<file path="config.mk">
export PLATFORM = sky130hd
export DESIGN_NAME = gshare_btb_predictor
export DESIGN_NICKNAME = d
export VERILOG_FILES = /design/src/rtl/gshare_btb_predictor.sv
export SDC_FILE = /design/constraint.sdc
export NUM_CORES = 1
export LEC_CHECK = 0
export BUFFER_PORTS_ARGS = -buffer_cell sky130_fd_sc_hd__buf_2
export CORE_UTILIZATION = 30
export DETAILED_ROUTE_END_ITERATION = 8
export GPL_ROUTABILITY_DRIVEN = 0
export SLEW_MARGIN = 20
export SYNTH_ARGS = -nofsm -noshare
export SYNTH_HDL_FRONTEND = slang
export SYNTH_SLANG_ARGS = --single-unit
</file>
<file path="constraint.sdc">
create_clock -name clk -period 3.9 [get_ports clk]
set_input_delay 0.78 -clock clk [delete_from_list [all_inputs] [get_ports clk]]
set_output_delay 0.78 -clock clk [all_outputs]
set_load 0.05 [all_outputs]
</file>
<file path="src/rtl/gshare_btb_predictor.sv">
// gshare_btb_predictor: gshare direction predictor plus tagged direct-mapped BTB.
//
// Fetch side:  pred_valid_i/pred_pc_i look up the PHT (indexed by PC XOR GHR) and the BTB in the
//              same cycle; pred_taken_o/pred_hit_o/pred_target_o are combinational, pred_ghr_o is
//              the GHR before this prediction's speculative shift.
// EX side:     upd_valid_i trains the PHT counter selected by upd_pc_i XOR upd_ghr_i, writes the
//              BTB on taken branches, and on upd_mispredict_i repairs the GHR from upd_ghr_i.
// Statistics:  stat_lookups_o / stat_mispredicts_o, 16-bit saturating.
// Reset:       rst_n, asynchronous active-low.
module gshare_btb_predictor #(
  parameter int unsigned PC_W   = 8,
  parameter int unsigned IDX_W  = 4,
  parameter int unsigned HIST_W = 4,
  parameter int unsigned CTR_W  = 2
) (
  input  logic              clk,
  input  logic              rst_n,
  input  logic              pred_valid_i,
  input  logic [PC_W-1:0]   pred_pc_i,
  output logic              pred_taken_o,
  output logic              pred_hit_o,
  output logic [PC_W-1:0]   pred_target_o,
  output logic [HIST_W-1:0] pred_ghr_o,
  input  logic              upd_valid_i,
  input  logic [PC_W-1:0]   upd_pc_i,
  input  logic              upd_taken_i,
  input  logic [PC_W-1:0]   upd_target_i,
  input  logic [HIST_W-1:0] upd_ghr_i,
  input  logic              upd_mispredict_i,
  output logic [15:0]       stat_lookups_o,
  output logic [15:0]       stat_mispredicts_o
);

  localparam int unsigned Entries = 2 ** IDX_W;
  localparam int unsigned TagW    = PC_W - IDX_W;
  // Weak-not-taken; evaluates to 0 when CTR_W == 1.
  localparam logic [CTR_W-1:0] CtrInit = CTR_W'((2 ** (CTR_W - 1)) - 1);
  localparam logic [CTR_W-1:0] CtrMax  = {CTR_W{1'b1}};

  logic [CTR_W-1:0]  pht_q        [Entries];
  logic [Entries-1:0] btb_valid_q;
  logic [TagW-1:0]   btb_tag_q    [Entries];
  logic [PC_W-1:0]   btb_target_q [Entries];
  logic [HIST_W-1:0] ghr_q, ghr_d;
  logic [15:0]       lookups_q, lookups_d;
  logic [15:0]       mispred_q, mispred_d;

  logic [IDX_W-1:0]  pred_idx, pred_pidx, upd_idx, upd_pidx;
  logic [TagW-1:0]   pred_tag, upd_tag;
  logic [CTR_W-1:0]  upd_ctr, upd_ctr_d;
  logic              recover;

  // Lookup path.
  always_comb begin
    pred_idx      = pred_pc_i[IDX_W-1:0];
    pred_tag      = pred_pc_i[PC_W-1:IDX_W];
    pred_pidx     = pred_idx ^ IDX_W'(ghr_q);
    pred_hit_o    = btb_valid_q[pred_idx] && (btb_tag_q[pred_idx] == pred_tag);
    pred_taken_o  = pred_hit_o && pht_q[pred_pidx][CTR_W-1];
    pred_target_o = pred_taken_o ? btb_target_q[pred_idx] : pred_pc_i + PC_W'(1);
    pred_ghr_o    = ghr_q;
  end

  // Training path and next-state for history and statistics.
  always_comb begin
    upd_idx   = upd_pc_i[IDX_W-1:0];
    upd_tag   = upd_pc_i[PC_W-1:IDX_W];
    upd_pidx  = upd_idx ^ IDX_W'(upd_ghr_i);
    upd_ctr   = pht_q[upd_pidx];
    upd_ctr_d = upd_ctr;
    if (upd_taken_i && (upd_ctr != CtrMax)) begin
      upd_ctr_d = upd_ctr + CTR_W'(1);
    end else if (!upd_taken_i && (upd_ctr != '0)) begin
      upd_ctr_d = upd_ctr - CTR_W'(1);
    end

    recover = upd_valid_i && upd_mispredict_i;
    // Shift-in via a truncating cast so HIST_W == 1 needs no special case.
    ghr_d = ghr_q;
    if (recover) begin
      ghr_d = HIST_W'({upd_ghr_i, upd_taken_i});
    end else if (pred_valid_i) begin
      ghr_d = HIST_W'({ghr_q, pred_taken_o});
    end

    lookups_d = lookups_q;
    if (pred_valid_i && (lookups_q != 16'hFFFF)) lookups_d = lookups_q + 16'd1;
    mispred_d = mispred_q;
    if (recover && (mispred_q != 16'hFFFF)) mispred_d = mispred_q + 16'd1;
  end

  always_ff @(posedge clk or negedge rst_n) begin
    if (!rst_n) begin
      for (int unsigned i = 0; i < Entries; i++) begin
        pht_q[i]        <= CtrInit;
        btb_tag_q[i]    <= '0;
        btb_target_q[i] <= '0;
      end
      btb_valid_q <= '0;
      ghr_q       <= '0;
      lookups_q   <= '0;
      mispred_q   <= '0;
    end else begin
      if (upd_valid_i) begin
        pht_q[upd_pidx] <= upd_ctr_d;
        if (upd_taken_i) begin
          btb_valid_q[upd_idx]  <= 1'b1;
          btb_tag_q[upd_idx]    <= upd_tag;
          btb_target_q[upd_idx] <= upd_target_i;
        end
      end
      ghr_q     <= ghr_d;
      lookups_q <= lookups_d;
      mispred_q <= mispred_d;
    end
  end

  assign stat_lookups_o     = lookups_q;
  assign stat_mispredicts_o = mispred_q;

endmodule

</file>
==> results of run 1 <==
-- synthesized netlist by cell type (all sizes together), types with 6 or more instances --
library cell / number
clkbuf: 29
dfstp: 16
xnor2: 35
dfrtp: 260
mux2i: 30
or2: 14
nand4: 7
buf: 30
nand3: 24
and3: 7
mux2: 234
inv: 11
nor2: 43
nor3: 6
nand2b: 10
xor2: 22
mux4: 65
nand2: 34
-- layer usage --
layer / vias to the layer above / global-route usage [%] / wire length, um
met5: - / 0 / 8
li1: 3579 / - / -
met4: 2 / 5.42 / 879
met3: 51 / 3.03 / 1820
met1: 4192 / 21.1 / 15100
met2: 175 / 24.3 / 15500
-- final timing paths --
path	to	slack (ps)	cells after the start
worst min-delay path	pht_q[5]$_DFFE_PN0P_	280	1
min in group clk	btb_valid_q[7]$_DFFE_PN0P_	460	1
worst max register to register	pht_q[21]$_DFFE_PN0P_	1220	10
max in group asynchronous	pht_q[30]$_DFFE_PN1P_	2630	2
worst min register to register	btb_valid_q[7]$_DFFE_PN0P_	460	1
worst max-delay path	pred_target_o[1]	-50	11
-- power by group through the flow --
stage / clock network [mW] / registers [mW] / logic, mW
floorplan: 0 / 4.15 / 1.48
global placement: 0 / 4.03 / 2.22
detailed placement: 0 / 4.04 / 2.26
CTS: 3.27 / 4.00 / 2.32
global route: 3.38 / 4.09 / 2.48
finish: 3.17 / 4.00 / 2.30
-- area by class of cell --
class                      count  area share (%)
inverter                      11           0.305
sequential                   276            43.3
clock buffer                  53            6.46
tap                          585            4.57
antenna                        2          0.0313
clock inverter                11           0.680
multi-input combinational    571            37.9
timing repair buffer         140            6.79
-- state kept, by name, summed over array words and instances, names as in the netlist --
register,cells
stat_mispredicts_o,16
pht_q,32
btb_target_q,128
btb_tag_q,64
stat_lookups_o,16
pred_ghr_o,4
btb_valid_q,16
-- stage by stage --
stage / cell area [um2] / worst slack (ps) / hold WS [ps]
4_1_cts: 16000 / -78.9 / 315
3_5_place_dp: 14700 / -142 / 454
3_3_place_gp: 14700 / -130 / 448
5_1_grt: 16000 / -172 / 338
6_report: 16000 / -54.6 / 281
2_1_floorplan: 13300 / -25.2 / 429
-- cell families (layout without fill, tap and decap cells) --
kind of cell	after synthesis	in the layout	share of synthesized area, %
simple gates	158	158	5.84
mux	329	329	33.5
compound gates	22	22	1.26
xor+xnor	57	57	4.17
fa+ha+maj	5	5	0.473
buf+inv	70	215	2.40
other cells	0	2	0
flops	276	276	52.3
-- repair_timing --
action | in CTS | in global routing
resized for setup | 39 | 4
gates cloned | 1 | 0
buffers inserted | 2 | 1
setup endpoints to repair | 9 | 9
endpoints found under the hold margin | 0 | 0
pin swaps | 4 | 2
hold buffers | 0 | 0
==> impl_metrics.ini, run 1 <==
[run_status]
outcome = finished with violations
violations = negative setup slack

[global_route]
grt_usage_pct = 15.4
antenna_found_initial = 2
grt_pass1_vias = 8279
grt_overflow_total = 0
grt_pass1_wl_mm = 51.5
grt_max_degree = 107

[place]
detailed_place_hpwl_mm = 21.6
place.detailed.instances = 1579
portBuffers = 79

[timing]
setup_violations = 7
finalCriticalPeriod_ps = 3950
worst_pin_slew_ps = 1030
rsz0062_at_grt = yes
finClkSkew_ps = 14.6
setup-tns-final_ps = -133
relSlewSlack_pct = 30.2
fin_ws_ps = -54.6
finalMaxSlewViolations = 0
timing.fmax_mhz = 253
hold_viol = 0
fin_crit_sh_pct = 101

[setup_path]
crit_buf_inv = 5
cp_top_family = multiplexers
critPathRequiredTime_ps = 3120
slowest_stage = mux4_2
crit_path_frequent_cell = buf_12
slowest_delay_ps = 480
cp_max_fo = 7
crit_chain = buf_12 > buf_4 > mux4_2 > mux2_2 > o32a_1 > mux2i_1 > nand3_4 > buf_12 > inv_8 > mux2_4 > buf_8
r2r-start = pht_q[26]$_DFFE_PN1P_
startpoint = pred_pc_i[1]
crit_arrival_ps = 3170
crit_path_start_kind = input pin
worstSetupPathType = input pin to primary output
end_kind = primary output

[route]
viasPerCell = 4.85
ant_nets = 0
detail_route.wl_per_cell_um = 20.2
drc = 0
wl_mm = 33.3
drtIter0Drc = 503
vias = 7999
drt_pass1_iterations = 4

[floorplanning]
core_area_um2 = 43300
die_h_um = 212
die_w_um = 212
design.portCount = 80
rows = 76
die_area_um2 = 45000
initial_utilization_pct = 30.6

[clock_network]
clock_latency_ps = 550
path_clk_slew_ps = 50
cts_buffers = 35
clockBufferDepth = 3
cts_tree = yes
cts-htree-levels = 2
cts-root-buf = clkbuf_16
cts.sinks = 276

[logic_synthesis]
seq_area_frac_synth_pct = 52.3
synth_edf_count = 0
synth_cell_types = 50
ys.flop_type = dfrtp_1
synth_area_um2 = 13200
synth-warning-count = 0
synthTopCellsByArea = dfrtp_1, mux2_2, mux4_2
synth_fp_nets = 956
synth_cells = 917
syn_area_per_cell_um2 = 14.4
synth.top_cell.area_share_pct = 49.2
synth-seq-cells = 276
synth_area_leader_cell = dfrtp_1
async_flop_share_pct = 100

[power_and_ir_drop]
p_int_mw = 6.64
power_density_nw_per_um2 = 591
switching_share_pct = 29.8
p_sw_mw = 2.81
totalPowerFinal_mw = 9.46
p_clk_share_pct = 33.5
comb_power_share_pct = 24.3
power_frac_seq_pct = 42.3
p_leak_nw = 7.08
irDropWorstVdd_uv = 334

[final_layout]
finalNetCount = 1074
multi_input_area_um2 = 6060
area_growth_pct = 20.9
fillCellCount = 4148
drive_above_1_share_pct = 50.3
final_common_cell = dfrtp_1
seq_area_um2 = 6930
final_core_util_pct = 37.0
stdcell_count = 1649
final_cell_mix = dfrtp_1, mux2_2, buf_2, mux4_2, buf_4

[min_path]
hp-class = input pin to asynchronous set/reset pin

[run]
maxCapViolCount = 0
(Power assumes the default switching activity.)
==> run 2, diff against run 1 <==
CORE_ASPECT_RATIO = 2   (was not set)
==> run 2 against run 1 <==
Net effect:
- the flow still finishes with violations (negative setup slack)
- combinational power about the same
- non-clock buffer count down 8
- clock skew down 0.66 ps
- utilization down 0.82 points
- hold slack worse by 2.9 ps
- sequential share of layout area up 0.73 points
- power down 4.0%
- clock power down 12%
- register-to-register slack worse by 50 ps
- worst setup slack better by 33 ps
- global-route usage up 0.13 points
- maximum frequency up 0.84%
==> impl_metrics.ini, run 2 (synthesis gave the netlist of run 1 again) <==
[global_route]
grt_usage_pct = 15.5
grt_overflow_total = 0
grt_pass1_vias = 8648
grt_pass1_wl_mm = 52.3
grt_max_degree = 100
antenna_found_initial = 5

[timing]
finalMaxSlewViolations = 0
timing.fmax_mhz = 255
fin_crit_sh_pct = 101
fin_ws_ps = -21.6
relSlewSlack_pct = 35.7
rsz0062_at_grt = yes
hold_viol = 0
setup-tns-final_ps = -39.5
finClkSkew_ps = 14.0
setup_violations = 4
finalCriticalPeriod_ps = 3920
worst_pin_slew_ps = 956

[final_layout]
final_core_util_pct = 36.2
largest_register = btb_target_q
finalNetCount = 1058
largest_reg_flops = 128
drive_above_1_share_pct = 49.3
final_common_cell = dfrtp_1
largestRegisters = btb_target_q (128), btb_tag_q (64), pht_q (32)
area_growth_pct = 18.9
final_cell_mix = dfrtp_1, mux2_2, buf_2, mux4_2, nor2_1

[place]
portBuffers = 79
detailed_place_hpwl_mm = 22.8

[setup_path]
r2r-start = pht_q[26]$_DFFE_PN1P_
cp_max_fo = 4
worstSetupPathType = flop to primary output
crit_arrival_ps = 3140
r2r-end = pht_q[24]$_DFFE_PN1P_
startpoint = pred_ghr_o[0]$_DFFE_PN0P_
crit_path_start_kind = flop
critPathRequiredTime_ps = 3120
end_kind = primary output
r2r_cells = 8
reg2reg_setup_slack_ps = 1170

[clock_network]
path_clk_slew_ps = 60
cts_tree = yes
cts_hold_buffers = 0
cts-root-buf = clkbuf_16
clock_latency_ps = 560
cts-htree-levels = 1
cts_buffers = 27
clockBufferDepth = 3
cts.sinks = 276

[route]
vias = 8018
wl_mm = 33.6
drc = 0
drtIter0Drc = 394
viasPerCell = 5.04
detail_route.wl_per_cell_um = 21.1
drt_pass1_iterations = 4
ant_nets = 0

[power_and_ir_drop]
irDropWorstVdd_uv = 283
power_density_nw_per_um2 = 577
p_leak_nw = 6.96

[run]
maxCapViolCount = 0

[min_path]
hp-class = input pin to asynchronous set/reset pin

[floorplanning]
die_area_um2 = 45000
initial_utilization_pct = 30.4
core_area_um2 = 43500
design.portCount = 80
rows = 108
die_w_um = 151
die_h_um = 299

[run_status]
outcome = finished with violations
violations = negative setup slack
-- run 2: cell count changes in the layout (fill, tap and decap cells not counted), sizes merged --
cell,previous run,this run
diode,2,1
buf,140,132
inv,15,12
clkinv,7,5
clkbuf,53,39
bufinv,0,5
-- run 2: critical path, stage by stage, from the launching register on --
cell and delay, ps:
dfrtp_2 420, xor2_2 140, buf_6 140, mux4_2 500, mux4_2 510, inv_2 90, a31oi_4 40, nand3_4 110
buf_6 130, inv_8 40, mux2_4 310, buf_12 160
-- run 2: report_power, final --
part           internal, mW  switching, mW  total, mW
combinational          1.18           1.11       2.29
clock                  1.67           1.13       2.80
sequential             3.58          0.407       3.99
total                  6.44           2.64       9.08
-- run 2: layer usage --
metal  track usage (%)  vias to the layer above  wire length [um]
li1                  -                     3534                 -
met5                 0                        -                44
met1              18.3                     4240             13000
met3              2.59                       64              1460
met4              6.35                        6              1110
met2              27.6                      174             18000
-- run 2: worst max-delay path by stage --
stage                       end  slack (ps)
4_1_cts        pred_target_o[1]         -40
3_3_place_gp   pred_target_o[0]        -280
6_report       pred_target_o[1]         -20
3_5_place_dp   pred_target_o[0]        -300
5_1_grt        pred_target_o[1]        -100
2_1_floorplan  pred_target_o[0]         -30
-- run 2: through the flow --
stage | power (mW) | instances | hold WS (ps) | setup WS (ps) | area, um2
3_3_place_gp | 6.23 | 1538 | 449 | -279 | 14600
3_5_place_dp | 6.30 | 1538 | 449 | -305 | 14600
5_1_grt | 9.54 | 1591 | 342 | -101 | 15700
2_1_floorplan | 5.63 | 917 | 429 | -25.2 | 13300
4_1_cts | 9.18 | 1590 | 312 | -39.1 | 15700
6_report | 9.08 | 1591 | 278 | -21.6 | 15700
-- run 2: layout make-up --
cell class / count / area [um2]
Multi-Input combinational cell: 571 / 6080
Fill cell: 4171 / 27800
Sequential cell: 276 / 6930
Inverter: 11 / 48.8
Clock inverter: 11 / 184
Timing Repair Buffer: 132 / 1060
Clock buffer: 39 / 751
Antenna cell: 1 / 2.50
Tap cell: 550 / 688
-- run 2: timing repair --
action                     in CTS  in global routing
gates resized for setup        39                  3
pin swaps                       4                  1
setup endpoints to repair       9                  8
hold endpoints to repair        0                  0
cloned                          1                  0
buffers inserted                1                  0
==> run 3, diff against run 2 <==
SETUP_SLACK_MARGIN = 0.05   (was not set)
==> run 3 against run 2 <==
Net effect:
- the flow still finishes with violations (negative setup slack)
- wire length up 3.4%
- critical path type is now input pin to primary output
- worst setup slack lost 6.1 ps
- final cell count grew 0.38%
- highest routed layer is now met4
- power decreased by 2.3%
- cell area decreased by 0.29%
- critical path depth shrank 1
- utilization decreased by 0.11 points
- global-route usage rose by 0.65 points
- maximum frequency down 0.15%
==> impl_metrics.ini, run 3 (synthesis gave the netlist of run 1 again) <==
[timing]
rsz0062_at_grt = yes
timing.fmax_mhz = 255
relSlewSlack_pct = 29.7
setup_violations = 6
setup-tns-final_ps = -135
fin_ws_ps = -27.7
hold_viol = 0
worst_pin_slew_ps = 1040
fin_crit_sh_pct = 101
finClkSkew_ps = 18.9
finalCriticalPeriod_ps = 3930
finalMaxSlewViolations = 0

[place]
place.detailed.instances = 1547
detailed_place_hpwl_mm = 24.2
placed_area_um2 = 14700
dp_worst_setup_slack_ps = -153
portBuffers = 79

[floorplanning]
die_area_um2 = 45000
die_h_um = 299
rows = 108
core_area_um2 = 43500
die_w_um = 151
initial_utilization_pct = 30.4
design.portCount = 80

[power_and_ir_drop]
comb_power_share_pct = 26.3
irDropWorstVdd_uv = 266
p_clk_share_pct = 28.6
p_int_mw = 6.22
power_density_nw_per_um2 = 566
p_leak_nw = 6.95
power_frac_seq_pct = 45.1
p_sw_mw = 2.66
switching_share_pct = 29.9

[clock_network]
cts_buffers = 25
clock_latency_ps = 550
cts_tree = yes
cts-htree-levels = 1
clockBufferDepth = 3
cts-root-buf = clkbuf_16
path_clk_slew_ps = 60
cts.sinks = 276
cts_hold_buffers = 0

[global_route]
grt_usage_pct = 16.2
grt_pass1_wl_mm = 54.1
grt_overflow_total = 0
top_usage_layer = met2
grt_max_degree = 118
grtUsageMet3_pct = 2.24
grt_util_met2_pct = 29.2
met1_usage_pct = 18.3
grt_pass1_vias = 8850
antenna_found_initial = 2

[final_layout]
multi_input_area_um2 = 6080
drive_above_1_share_pct = 49.9
final_cell_mix = dfrtp_1, mux2_2, buf_2, mux4_2, buf_4
stdcell_area_um2 = 15700
area_growth_pct = 18.5
largest_reg_flops = 128
seq_area_um2 = 6930
final_common_cell = dfrtp_1
largestRegisters = btb_target_q (128), btb_tag_q (64), pht_q (32)
stdcell_count = 1597
finalNetCount = 1066
fillCellCount = 4193
largest_register = btb_target_q

[setup_path]
crit_arrival_ps = 3150
crit_path_start_kind = input pin
r2r-end = pht_q[25]$_DFFE_PN0P_
crit_path_frequent_cell = buf_12
critPathRequiredTime_ps = 3120
cp_top_family = multiplexers
worstSetupPathType = input pin to primary output
slowest_delay_ps = 490
reg2reg_setup_slack_ps = 1120
crit_chain = buf_12 > buf_4 > mux4_2 > mux2_2 > o32a_1 > mux2i_2 > nand3_4 > buf_12 > mux2_4 > buf_8
cp_max_fo = 5
end_kind = primary output
slowest_stage = mux4_2
crit_buf_inv = 4
r2r-start = pht_q[26]$_DFFE_PN1P_
r2r_cells = 10

[min_path]
hp-class = input pin to asynchronous set/reset pin

[run_status]
outcome = finished with violations
violations = negative setup slack

[route]
drtIter0Drc = 444
viasPerCell = 5.06
drt_pass1_iterations = 6
detail_route.wl_per_cell_um = 21.7
drc = 0
wl_mm = 34.7
vias = 8080
ant_nets = 0

[run]
maxCapViolCount = 0
## run 3: metal layers
metal | vias to the layer above | share of wire, %
met3 | 79 | 4.1
li1 | 3546 | -
met2 | 191 | 53
met4 | 0 | 5.0
met1 | 4264 | 37
met5 | - | 0
## run 3: area by class of cell
type                            count  share of cell area, %
Antenna cell                        1                 0.0160
Clock buffer                       38                   4.68
Clock inverter                      8                  0.614
Inverter                           11                  0.295
Multi-Input combinational cell    571                   38.7
Sequential cell                   276                   44.2
Tap cell                          550                   4.39
Timing Repair Buffer              142                   7.11
## run 3: worst max-delay path by stage
stage	from	endpoint	slack, ps	cells after the start
after detailed placement	pred_pc_i[1]	pred_target_o[3]	-150	12
after global placement	pred_pc_i[1]	pred_target_o[1]	-130	12
after global routing	pred_pc_i[1]	pred_target_o[3]	-140	12
final	pred_pc_i[1]	pred_target_o[6]	-30	10
after floorplan	pred_pc_i[1]	pred_target_o[0]	60	8
after CTS	pred_ghr_o[0]$_DFFE_PN0P_	pred_target_o[3]	-60	10
## run 3: power by group through the flow
stage	Clock, mW	Sequential [mW]	Combinational (mW)
floorplan	0	4.15	1.48
global placement	0	4.02	2.25
detailed placement	0	4.06	2.29
CTS	2.61	4.00	2.36
global route	2.72	4.09	2.52
finish	2.54	4.00	2.34
## run 3: what timing repair did
action | in CTS | in global routing
cloned | 1 | 0
setup buffers | 2 | 0
gates resized for setup | 40 | 2
pin swaps | 4 | 1
setup endpoints to repair | 8 | 9
## run 3: through the flow
stage	hold slack [ps]	utilization, %	total power [mW]
4_1_cts	359	36.0	8.97
2_1_floorplan	429	-	5.63
3_5_place_dp	448	33.7	6.35
6_report	287	36.1	8.87
3_3_place_gp	445	33.7	6.27
5_1_grt	370	36.1	9.33
